[src/rtl/branch_predictor_bht_pkg.sv]
// rtl/branch_predictor_bht_pkg.sv - shared types and constants for the branch history table
package branch_predictor_bht_pkg;

   // 2-bit saturating direction counter
   typedef logic [1:0] bht_ctr_t;

   localparam bht_ctr_t BHT_SNT = 2'b00;
   localparam bht_ctr_t BHT_WNT = 2'b01;
   localparam bht_ctr_t BHT_WT  = 2'b10;
   localparam bht_ctr_t BHT_ST  = 2'b11;

   // Weakly not-taken: one taken outcome flips the prediction
   localparam bht_ctr_t BHT_RESET_VAL = BHT_WNT;

   localparam int BHT_PC_W = 64;

   // Direction predicted by a counter is its upper bit
   function automatic logic bht_predict(input bht_ctr_t ctr);
      return ctr[1];
   endfunction

endpackage

[src/rtl/branch_predictor_bht_if.sv]
// rtl/branch_predictor_bht_if.sv - lookup/update/redirect bundle between pipeline and predictor
interface branch_predictor_bht_if #(
   parameter int CNT_W = 32
);
   // fetch-side lookup
   logic             pred_valid_i;
   logic [63:0]      pred_pc_i;
   logic             pred_resp_valid_o;
   logic             pred_taken_o;
   // execute-side update
   logic             upd_valid_i;
   logic [63:0]      upd_pc_i;
   logic             upd_taken_i;
   logic             upd_pred_taken_i;
   logic [63:0]      upd_target_i;
   logic             flush_i;
   // redirect and statistics
   logic             mispredict_o;
   logic [63:0]      redirect_pc_o;
   logic [CNT_W-1:0] mispredict_cnt_o;

   // pipeline side
   modport master (
      output pred_valid_i, pred_pc_i,
      output upd_valid_i, upd_pc_i, upd_taken_i, upd_pred_taken_i, upd_target_i, flush_i,
      input  pred_resp_valid_o, pred_taken_o,
      input  mispredict_o, redirect_pc_o, mispredict_cnt_o
   );

   // predictor side
   modport slave (
      input  pred_valid_i, pred_pc_i,
      input  upd_valid_i, upd_pc_i, upd_taken_i, upd_pred_taken_i, upd_target_i, flush_i,
      output pred_resp_valid_o, pred_taken_o,
      output mispredict_o, redirect_pc_o, mispredict_cnt_o
   );

endinterface

[src/rtl/branch_predictor_bht_sat_ctr.sv]
// rtl/branch_predictor_bht_sat_ctr.sv - next state of one 2-bit saturating counter
module bht_sat_ctr
   import branch_predictor_bht_pkg::*;
(
   input  bht_ctr_t cur,
   input  logic     taken,
   output bht_ctr_t next
);

   // step toward the observed outcome, clamping at both ends
   always_comb begin
      next = cur;
      if (taken) begin
         if (cur != BHT_ST) next = cur + 2'd1;
      end else begin
         if (cur != BHT_SNT) next = cur - 2'd1;
      end
   end

endmodule

[src/rtl/branch_predictor_bht.sv]
// rtl/branch_predictor_bht.sv - direct-mapped 2-bit counter predictor with mispredict redirect
module branch_predictor_bht
   import branch_predictor_bht_pkg::*;
#(
   parameter int ENTRIES = 64,
   parameter int CNT_W   = 32
) (
   input  logic                 clk_i,
   input  logic                 rst_i,
   branch_predictor_bht_if.slave bus
);

   localparam int IDX_W = $clog2(ENTRIES);

   bht_ctr_t         ctr_q [ENTRIES];
   logic             resp_valid_q;
   logic             pred_taken_q;
   logic             mispredict_q;
   logic [63:0]      redirect_pc_q;
   logic [CNT_W-1:0] mis_cnt_q;

   logic [IDX_W-1:0] pred_idx;
   logic [IDX_W-1:0] upd_idx;
   logic             upd_accept;
   logic             mis_cond;
   bht_ctr_t         upd_cur;
   bht_ctr_t         upd_next;
   bht_ctr_t         pred_cur;
   bht_ctr_t         pred_bumped;
   bht_ctr_t         pred_eff;
   logic             unused_pc_bits;

   assign pred_idx   = bus.pred_pc_i[IDX_W+1:2];
   assign upd_idx    = bus.upd_pc_i[IDX_W+1:2];
   assign upd_accept = bus.upd_valid_i & ~bus.flush_i;
   assign mis_cond   = upd_accept & (bus.upd_taken_i != bus.upd_pred_taken_i);

   // only the word index within the table selects a counter
   assign unused_pc_bits = ^{bus.pred_pc_i[63:IDX_W+2], bus.pred_pc_i[1:0],
                             bus.upd_pc_i[1:0]};

   assign upd_cur  = ctr_q[upd_idx];
   assign pred_cur = ctr_q[pred_idx];

   bht_sat_ctr u_upd_ctr (
      .cur   (upd_cur),
      .taken (bus.upd_taken_i),
      .next  (upd_next)
   );

   // same-index update in this cycle is seen by the lookup (write-first)
   bht_sat_ctr u_byp_ctr (
      .cur   (pred_cur),
      .taken (bus.upd_taken_i),
      .next  (pred_bumped)
   );

   // select the counter the lookup should observe
   always_comb begin
      pred_eff = pred_cur;
      if (upd_accept && (upd_idx == pred_idx)) pred_eff = pred_bumped;
   end

   // counter table: reset to weakly not-taken, written by accepted updates
   always_ff @(posedge clk_i or posedge rst_i) begin
      if (rst_i) begin
         for (int i = 0; i < ENTRIES; i++) ctr_q[i] <= BHT_RESET_VAL;
      end else if (upd_accept) begin
         ctr_q[upd_idx] <= upd_next;
      end
   end

   // lookup response: one cycle after request, direction held while idle
   always_ff @(posedge clk_i or posedge rst_i) begin
      if (rst_i) begin
         resp_valid_q <= 1'b0;
         pred_taken_q <= 1'b0;
      end else begin
         resp_valid_q <= bus.pred_valid_i;
         if (bus.pred_valid_i) pred_taken_q <= bht_predict(pred_eff);
      end
   end

   // mispredict pulse and redirect target, loaded only on disagreement
   always_ff @(posedge clk_i or posedge rst_i) begin
      if (rst_i) begin
         mispredict_q  <= 1'b0;
         redirect_pc_q <= 64'd0;
      end else begin
         mispredict_q <= mis_cond;
         if (mis_cond) begin
            redirect_pc_q <= bus.upd_taken_i ? bus.upd_target_i : (bus.upd_pc_i + 64'd4);
         end
      end
   end

   // saturating mispredict statistics
   always_ff @(posedge clk_i or posedge rst_i) begin
      if (rst_i) begin
         mis_cnt_q <= '0;
      end else if (mis_cond && (mis_cnt_q != {CNT_W{1'b1}})) begin
         mis_cnt_q <= mis_cnt_q + CNT_W'(1);
      end
   end

   assign bus.pred_resp_valid_o = resp_valid_q;
   assign bus.pred_taken_o      = pred_taken_q;
   assign bus.mispredict_o      = mispredict_q;
   assign bus.redirect_pc_o     = redirect_pc_q;
   assign bus.mispredict_cnt_o  = mis_cnt_q;

endmodule
[src/flat_wrapper.sv]
// flat-port wrapper written by rule: the top's interface ports become plain ports
module branch_predictor_bht_flat import branch_predictor_bht_pkg::*;
#(
   parameter int ENTRIES = 64,
   parameter int CNT_W   = 32
)
  (clk_i, rst_i, bus_pred_valid_i, bus_pred_pc_i, bus_upd_valid_i, bus_upd_pc_i, bus_upd_taken_i, bus_upd_pred_taken_i, bus_upd_target_i, bus_flush_i, bus_pred_resp_valid_o, bus_pred_taken_o, bus_mispredict_o, bus_redirect_pc_o, bus_mispredict_cnt_o);
  branch_predictor_bht_if #(.CNT_W(CNT_W)) bus_i ();
  input  logic clk_i;
  input  logic rst_i;
  input wire logic [$bits(bus_i.pred_valid_i)-1:0] bus_pred_valid_i;
  input wire logic [$bits(bus_i.pred_pc_i)-1:0] bus_pred_pc_i;
  input wire logic [$bits(bus_i.upd_valid_i)-1:0] bus_upd_valid_i;
  input wire logic [$bits(bus_i.upd_pc_i)-1:0] bus_upd_pc_i;
  input wire logic [$bits(bus_i.upd_taken_i)-1:0] bus_upd_taken_i;
  input wire logic [$bits(bus_i.upd_pred_taken_i)-1:0] bus_upd_pred_taken_i;
  input wire logic [$bits(bus_i.upd_target_i)-1:0] bus_upd_target_i;
  input wire logic [$bits(bus_i.flush_i)-1:0] bus_flush_i;
  output wire logic [$bits(bus_i.pred_resp_valid_o)-1:0] bus_pred_resp_valid_o;
  output wire logic [$bits(bus_i.pred_taken_o)-1:0] bus_pred_taken_o;
  output wire logic [$bits(bus_i.mispredict_o)-1:0] bus_mispredict_o;
  output wire logic [$bits(bus_i.redirect_pc_o)-1:0] bus_redirect_pc_o;
  output wire logic [$bits(bus_i.mispredict_cnt_o)-1:0] bus_mispredict_cnt_o;
  assign bus_i.pred_valid_i = bus_pred_valid_i;
  assign bus_i.pred_pc_i = bus_pred_pc_i;
  assign bus_i.upd_valid_i = bus_upd_valid_i;
  assign bus_i.upd_pc_i = bus_upd_pc_i;
  assign bus_i.upd_taken_i = bus_upd_taken_i;
  assign bus_i.upd_pred_taken_i = bus_upd_pred_taken_i;
  assign bus_i.upd_target_i = bus_upd_target_i;
  assign bus_i.flush_i = bus_flush_i;
  assign bus_pred_resp_valid_o = bus_i.pred_resp_valid_o;
  assign bus_pred_taken_o = bus_i.pred_taken_o;
  assign bus_mispredict_o = bus_i.mispredict_o;
  assign bus_redirect_pc_o = bus_i.redirect_pc_o;
  assign bus_mispredict_cnt_o = bus_i.mispredict_cnt_o;
  branch_predictor_bht #(.ENTRIES(ENTRIES), .CNT_W(CNT_W)) u_core (.clk_i(clk_i), .rst_i(rst_i), .bus(bus_i));
endmodule
[config.mk]
export PLATFORM = sky130hd
export DESIGN_NAME = branch_predictor_bht_flat
export DESIGN_NICKNAME = d
export VERILOG_FILES = /design/src/rtl/branch_predictor_bht_pkg.sv /design/src/rtl/branch_predictor_bht_if.sv /design/src/rtl/branch_predictor_bht_sat_ctr.sv /design/src/rtl/branch_predictor_bht.sv /design/src/flat_wrapper.sv
export SDC_FILE = /design/constraint.sdc
export NUM_CORES = 1
export LEC_CHECK = 0
export ABC_CLOCK_PERIOD_IN_PS = 10300
export CORE_MARGIN = 3
export CORE_UTILIZATION = 51
export DETAILED_ROUTE_END_ITERATION = 16
export PLACE_DENSITY_LB_ADDON = 0.08
export SLEW_MARGIN = 20
export SYNTH_ARGS = -nofsm -noshare
export SYNTH_HDL_FRONTEND = slang
export SYNTH_HIERARCHICAL = 1
export SYNTH_SLANG_ARGS = --single-unit
[constraint.sdc]
create_clock -name clk_i -period 10.3 [get_ports clk_i]
set_input_delay 2.06 -clock clk_i [delete_from_list [all_inputs] [get_ports clk_i]]
set_output_delay 2.06 -clock clk_i [all_outputs]
set_load 0.05 [all_outputs]
==> metrics.yaml <==
outcome: "finished clean"
critPathLaunch: "bus_upd_valid_i"
required_ns: 10.74
layout-drive-gt1-share_pct: 22.67
peakVddDrop_uv: 175.8
die_h_um: 165.6
tns_ns: 0
hold_buffers: 0
htree_levels: 1
ctsResizeCount: 0
place_congestion: 0.8906
min_period_ns: 5.697
r2r_slack_ns: 7.39
root_buffer: "clkbuf_16"
area_delta_synth_final_pct: 26.82
worstSetupEndpoint: "u_core/bus.mispredict_cnt_o[18]"
port-buffer-count: 239
viasPerCell: 6.153
fin_ws_ns: 4.603
die_area_sq_um: 27430
first_pass_iters: 5
initial_core_util_pct: 52.66
detail-route-antenna-nets: 0
io_pins: 298
design.core.area_sq_um: 24680
first_global_vias: 10660
finalPower_mw: 2.790
post-route-period-util_pct: 55.31
grt_first_pass_wirelength_mm: 63.20
row_count: 57
maxSlewViolCount: 0
rsz0062_at_grt: "false"
via_count: 10810
finalHoldViolCount: 0
wire_per_inst_um: 23.25
synth_nets: 1411
p_per_area_nw_per_um2: 169.3
routed_wl_mm: 40.85
slew_headroom_pct: 31.86
fin_util_pct: 66.78
clock_sinks: 227
yosysWarningCount: 6
cts_buffers: 26
syn_avg_cell_area_sq_um: 10.74
antenna_found_initial: 4
r2r-end: "u_core/ctr_q[61]"
clock_latency_ns: 0.53
cpMaxStageDelayCell: "inv_2"
die_w_um: 165.6
netlist_instances: 1210
grt_start_max_net_pins: 112
cts_setup_buffers: 0
crit_path_max_fanout: 91
grt_usage_pct: 28.66
clockBufferDepth: 3
synth_area_sq_um: 12990
arrival_ns: 6.13
r2r_cells: 8
drv.max_cap_violation_count: 0
start_kind: "primary input"
crit_path_end_kind: "flop"
drt_iter0_drc: 1024
cts_tree: "built"
critical_path_class: "in2reg"
setup_viol: 0
tightest_slew_ns: 1.022
dp_hpwl_mm: 27.71
overflow: 0
reg2reg_from: "u_core/ctr_q[40]"
power_leakage_nw: 6.788
min_path_type: "reg2reg"
dp_slack_ns: 3.967
path_cells: "clkdlybuf4s50_1 -> nor2b_1 -> nand2b_4 -> inv_2 -> nand3_1 -> or4_1 -> nor2_1 -> xor2_1"
timing.fmax_ghz: 0.1755
fin_nets: 1610
cpPeakStageDelay_ns: 0.93
cts.clk_slew.worst_paths_ns: 0.06
clock_skew_ns: 0.01119
route.detailed.drc: 0
==> routing by layer <==
metal | vias up | global-route usage (%) | part of all wire (%)
met5 | - | 0 | 0
met4 | 0 | 11.07 | 3.7
met3 | 100 | 5.481 | 7.9
met2 | 536 | 46.16 | 48
met1 | 5320 | 38.79 | 41
li1 | 4854 | - | -
==> stage by stage <==
stage / hold WS, ns / cells / instance area (sq um)
after global placement: 0.4610 / 1705 / 15570
final: 0.4781 / 1757 / 16480
after floorplan: 0.4910 / 1210 / 12990
after global routing: 0.5090 / 1757 / 16480
after CTS: 0.4789 / 1753 / 16450
after detailed placement: 0.4652 / 1705 / 15570
==> critical path, delay by kind of cell <==
family	cells	cell delay [ns]
buffers and inverters	2	1.43
xor gates and xnor gates	1	0.20
and+or+nand+nor	5	2.43
==> power by group <==
| part | internal, mW | leakage (nW) | switching, mW |
|---|---|---|---|
| logic | 0.285 | 3.56 | 0.467 |
| clock network | 0.583 | 0.436 | 0.371 |
| registers | 1.01 | 2.79 | 0.0707 |
| total | 1.88 | 6.79 | 0.909 |
==> how the worst min path moves through the flow <==
| stage | endpoint | slack (ns) | cells after the start | from |
|---|---|---|---|---|
| floorplan | u_core/ctr_q[103] | 0.49 | 1 | u_core/ctr_q[103] |
| global placement | u_core/bus.redirect_pc_o[8] | 0.46 | 2 | u_core/bus.redirect_pc_o[8] |
| detailed placement | u_core/bus.redirect_pc_o[52] | 0.47 | 2 | u_core/bus.redirect_pc_o[52] |
| CTS | u_core/bus.redirect_pc_o[52] | 0.48 | 2 | u_core/bus.redirect_pc_o[52] |
| global route | u_core/bus.redirect_pc_o[0] | 0.51 | 2 | u_core/bus.redirect_pc_o[0] |
| finish | u_core/bus.redirect_pc_o[3] | 0.48 | 2 | u_core/bus.redirect_pc_o[3] |
==> registers in the layout, summed over array words and instances, names as in the netlist <==
name,flops
u_core/bus.mispredict_cnt_o,32
u_core/bus.mispredict_o,1
u_core/bus.pred_resp_valid_o,1
u_core/bus.pred_taken_o,1
u_core/bus.redirect_pc_o,64
u_core/ctr_q,128
==> cell usage in the layout (no fill, tap or decap), drive strengths merged, types with 38 or more instances in the layout <==
master / instances
o21ai: 58
nor2: 111
mux2: 134
nand3: 46
xor2: 53
clkbuf: 38
xnor2: 38
mux4: 52
dfrtp: 163
clkdlybuf4s50: 236
a21oi: 55
dfstp: 64
nand2: 104
==> cell type report <==
cell class                 instances  area (sq um)
multi-input combinational        888          6887
clock inverter                    10         127.6
timing repair buffer             251          2467
inverter                          15         63.81
clock buffer                      38         757.0
fill                            1971          8198
sequential                       227          5761
tap                              324         405.4
antenna                            4         10.01
Note: power is estimated with default switching activity, not from simulation.
